[src/rtl/imem_loader.sv]
// Writable instruction memory with a big-endian byte-stream boot loader.
// The fetch stage reads the RAM combinationally via PC; cpu_hold stalls the core while a load runs.
module imem_loader #(
    parameter int DEPTH = 64,
    parameter int AW    = 6
) (
    input  logic          clk,
    input  logic          rst_n,
    input  logic [31:0]   PC,
    output logic [31:0]   Inst,
    input  logic          load_start,
    input  logic [AW:0]   load_words,
    input  logic          byte_valid,
    input  logic [7:0]    byte_data,
    output logic          byte_ready,
    output logic          cpu_hold,
    output logic          load_done
);

    typedef enum logic [1:0] {
        IDLE = 2'd0,
        LOAD = 2'd1,
        DONE = 2'd2
    } state_t;

    localparam logic [AW:0] DEPTH_LEN = (AW+1)'(DEPTH);

    state_t        state;
    state_t        next_state;
    logic [31:0]   ram [DEPTH];
    logic [AW:0]   len;
    logic [AW:0]   len_req;
    logic [AW-1:0] addr;
    logic [1:0]    byte_cnt;
    logic [31:0]   asm_word;
    logic          xfer;
    logic          word_wr;
    logic          last_word;
    logic          unused_pc;

    assign Inst = ram[PC[AW+1:2]];
    // Byte-offset and high PC bits do not select a word.
    assign unused_pc = ^{PC[31:AW+2], PC[1:0]};

    assign len_req   = (load_words > DEPTH_LEN) ? DEPTH_LEN : load_words;
    assign xfer      = byte_valid && byte_ready;
    assign word_wr   = xfer && (byte_cnt == 2'd3);
    assign last_word = (({1'b0, addr} + (AW+1)'(1)) == len);

    always_ff @(posedge clk or negedge rst_n) begin
        if (!rst_n) begin
            state    <= IDLE;
            len      <= '0;
            addr     <= '0;
            byte_cnt <= '0;
            asm_word <= '0;
            for (int i = 0; i < DEPTH; i++) begin
                ram[i] <= '0;
            end
        end else begin
            state <= next_state;
            case (state)
                IDLE: begin
                    if (load_start) begin
                        len      <= len_req;
                        addr     <= '0;
                        byte_cnt <= '0;
                    end
                end
                LOAD: begin
                    if (xfer) begin
                        asm_word <= {asm_word[23:0], byte_data};
                        byte_cnt <= byte_cnt + 2'd1;
                        // Fourth byte completes the word; write it on this same edge.
                        if (byte_cnt == 2'd3) begin
                            ram[addr] <= {asm_word[23:0], byte_data};
                            if (!last_word) begin
                                addr <= addr + AW'(1);
                            end
                        end
                    end
                end
                default: ;
            endcase
        end
    end

    always_comb begin
        next_state = state;
        byte_ready = 1'b0;
        cpu_hold   = 1'b0;
        load_done  = 1'b0;
        case (state)
            IDLE: begin
                if (load_start) begin
                    next_state = (len_req == '0) ? DONE : LOAD;
                end
            end
            LOAD: begin
                cpu_hold   = 1'b1;
                byte_ready = 1'b1;
                if (word_wr && last_word) begin
                    next_state = DONE;
                end
            end
            DONE: begin
                cpu_hold   = 1'b1;
                load_done  = 1'b1;
                next_state = IDLE;
            end
            default: next_state = IDLE;
        endcase
    end

endmodule
[config.mk]
export PLATFORM = sky130hd
export DESIGN_NAME = imem_loader
export DESIGN_NICKNAME = d
export VERILOG_FILES = /design/src/rtl/imem_loader.sv
export SDC_FILE = /design/constraint.sdc
export NUM_CORES = 2
export LEC_CHECK = 0
export CAP_MARGIN = 25
export CORE_UTILIZATION = 45
export CTS_CLUSTER_DIAMETER = 200
export CTS_CLUSTER_SIZE = 16
export DETAILED_ROUTE_END_ITERATION = 10
export GPL_TIMING_DRIVEN = 0
export HOLD_SLACK_MARGIN = 0.06
export PLACE_DENSITY_LB_ADDON = 0.08
export SYNTH_ARGS = -nofsm -noshare
export SYNTH_HDL_FRONTEND = slang
export SYNTH_SLANG_ARGS = --single-unit
[constraint.sdc]
create_clock -name clk -period 4.4 [get_ports clk]
set_input_delay 1.1 -clock clk [delete_from_list [all_inputs] [get_ports clk]]
set_output_delay 1.1 -clock clk [all_outputs]
set_load 0.03 [all_outputs]
==> reports/qor.yml <==
synth_seq_area_share_pct: 55.43
crit_path_start_kind: "input pin"
die_width_um: 459.8
cp_data_required_time_ps: 3300
hold_path.class: "in2async"
cpMostUsedCell: "buf_16"
hold_viol: 0
first_pass_iters: 5
stdcell_count: 8936
period_needed_ps: 4599
rrSetupSlack_ps: 0
powerDensity_nw_per_um2: 373.4
synth_area_leader_cell: "dfrtp_1"
yosysWarnings: 0
via_per_inst: 6.166
route.detailed.drc: 0
synth_area_leaders: "dfrtp_1 55%, mux2_2 25%, mux4_2 14%"
holdBufCountCts: 0
num_vias: 55100
rsz0062_at_grt: "true"
synthFlopType: "dfrtp_1"
critical_path_class: "in2out"
reg2reg_depth: 9
clk_latency_ps: 840
max_freq_ghz: 0.2174
fin_nets: 6192
synth_cell_types: 48
crit_chain: "buf_16 > buf_4 > buf_16 > buf_16 > buf_12 > mux4_2 > mux4_2 > o22ai_4 > a21oi_4 > buf_6"
maxCapViolations: 0
wl_per_cell_um: 35.77
core_um2: 207700
io_pins: 86
clock_skew_ps: 28.49
r2r_start: "state[1]$_DFFE_PN0P_"
ant_nets: 0
endpoint_kind: "primary output"
dp_hpwl_mm: 227.3
critPathArrivalTime_ps: 3500
overflow: 0
critPathLaunch: "PC[2]"
cts_tree: "built"
crit_fanout: 7
dp_slack_ps: -2784
fillCellCount: 17320
synth_nets: 5835
place_area_um2: 99380
worst_slack_ps: -198.9
htreeDepth: 4
slew_violations: 0
die_y_um: 459.8
port_buffers: 47
leakage_nw: 51.17
postSynthCellCount: 5779
dp_cells: 8675
gp_congestion: 0.9259
grt_pass1_vias: 57830
syn_area_per_cell_um2: 16.32
worstReg2RegEnd: "ram[56]$_DFFE_PN0P_"
grt_pass1_wl_mm: 449.1
cts_buffers: 148
grt_max_degree: 179
slowest_stage: "mux4_2"
dieArea_um2: 211400
ctsRootBufferMaster: "clkbuf_16"
setup-violations-final: 31
wl_mm: 319.7
synth_area_um2: 94300
final_cell_mix: "2089 x dfrtp_1, 2078 x mux2_2, 604 x mux4_2"
synth-edff-count: 0
cts.sinks: 2089
area_growth_syn_to_layout_pct: 13.57
async_flop_share_pct: 100.0
clk_pin_slew_ps: 70
drive_above_1_share_pct: 56.59
max_stage_delay_ps: 580
initial_core_util_pct: 45.40
status: "finished, violations left"
cts_buffer_depth: 3
drtIter0Drc: 4841
layout_commonest_cell: "dfrtp_1"
finalCritPeriodShare_pct: 104.5
finalPower_mw: 39.99
placementRows: 167
peakVddDrop_uv: 464.8
synth_top_area_share_pct: 55.43
relSlewSlack_pct: 20.96
final_area_um2: 107100
antenna_found_initial: 14
synth_seq_cells: 2089
gr-usage-all-layers_pct: 30.48
critPathBufInv: 6
cp_top_family: "multiplexers"
violations: "setup timing"
max_slew.worst_pin.slew_ps: 1181
timing repair:
item | CTS | global route
cloned | 6 | 12
pin swaps | 16 | 30
resized for setup | 681 | 149
setup buffers | 38 | 39
endpoints found under the setup margin | 32 | 52
per-stage QoR:
stage / util [%] / hold WS, ps / setup TNS, ps
CTS: 50.98 / 416.9 / -4159
floorplan: - / 442.8 / 0
detailed placement: 47.85 / 485.3 / -511510
finish: 51.56 / 373.8 / -3283
global placement: 47.31 / 482.3 / -
global route: 51.56 / 447.8 / -3522
how the worst max path moves through the flow:
stage	end	cells past startpoint
floorplan	Inst[26]	7
global placement	ram[1094]$_DFFE_PN0P_	1
detailed placement	Inst[18]	10
CTS	Inst[19]	8
global route	Inst[31]	10
finish	Inst[20]	10
synthesized netlist by cell type (all sizes together) (2+ instances only):
cell type / instances
clkbuf: 320
and3b: 2
mux4: 604
o311ai: 2
nor3b: 2
o211ai: 4
dfrtp: 2089
inv: 6
or2: 2
xnor2: 4
mux2: 2078
xor2: 3
nor3: 6
and2: 3
nor2: 87
ha: 5
o21ai: 10
nand4: 4
nand3: 9
o22ai: 57
mux2i: 29
nor2b: 14
nor4: 7
nand2: 47
and3: 2
nand3b: 3
buf: 276
a21o: 3
a21oi: 34
a211oi: 16
nand2b: 14
o221ai: 26
o31ai: 2
metal layers:
metal	vias to the layer above	wire length (um)	track usage [%]	share of wire (%)
met4	4	16940	14.10	5.3
met3	506	19420	5.402	6.1
li1	22170	-	-	-
met1	30850	134600	41.74	42
met2	1565	148700	47.37	47
met5	-	26	0	0.0081
area by class of cell:
| type | instances | area, um^2 | share of cell area, % |
|---|---|---|---|
| diodes | 6 | 15.01 | 0.01402 |
| well taps | 2788 | 3488 | 3.257 |
| repair buffers | 209 | 2965 | 2.769 |
| flip-flops and latches | 2089 | 52280 | 48.81 |
| plain buffers | 594 | 4031 | 3.764 |
| clock inverters | 6 | 60.06 | 0.05608 |
| multi-input cells | 3088 | 40490 | 37.80 |
| inverters | 6 | 22.52 | 0.02103 |
| clock buffers | 150 | 3754 | 3.505 |
kinds of logic after synthesis:
kind of cell | share of synthesized area [%]
AO/OA/AOI/OAI | 1.116
XOR/XNOR | 0.06501
adder cells (fa/ha/maj) | 0.06634
buffers and inverters | 2.741
flip-flops | 55.43
multiplexers | 39.55
AND/OR/NAND/NOR | 1.031
power by group:
part           switching [mW]  leakage [nW]  internal, mW  total (mW)
logic                    5.53          20.2          1.82        7.34
registers               0.234          29.1          19.6        19.8
clock network            6.81          1.88          6.06        12.9
total                    12.6          51.2          27.4        40.0
sequential cells by signal, summed over array words and instances, names as in the netlist:
signal	cells
byte_cnt	2
len	7
ram	2048
state	2
addr	6
asm_word	24
Power figures use the tool's default switching activity.
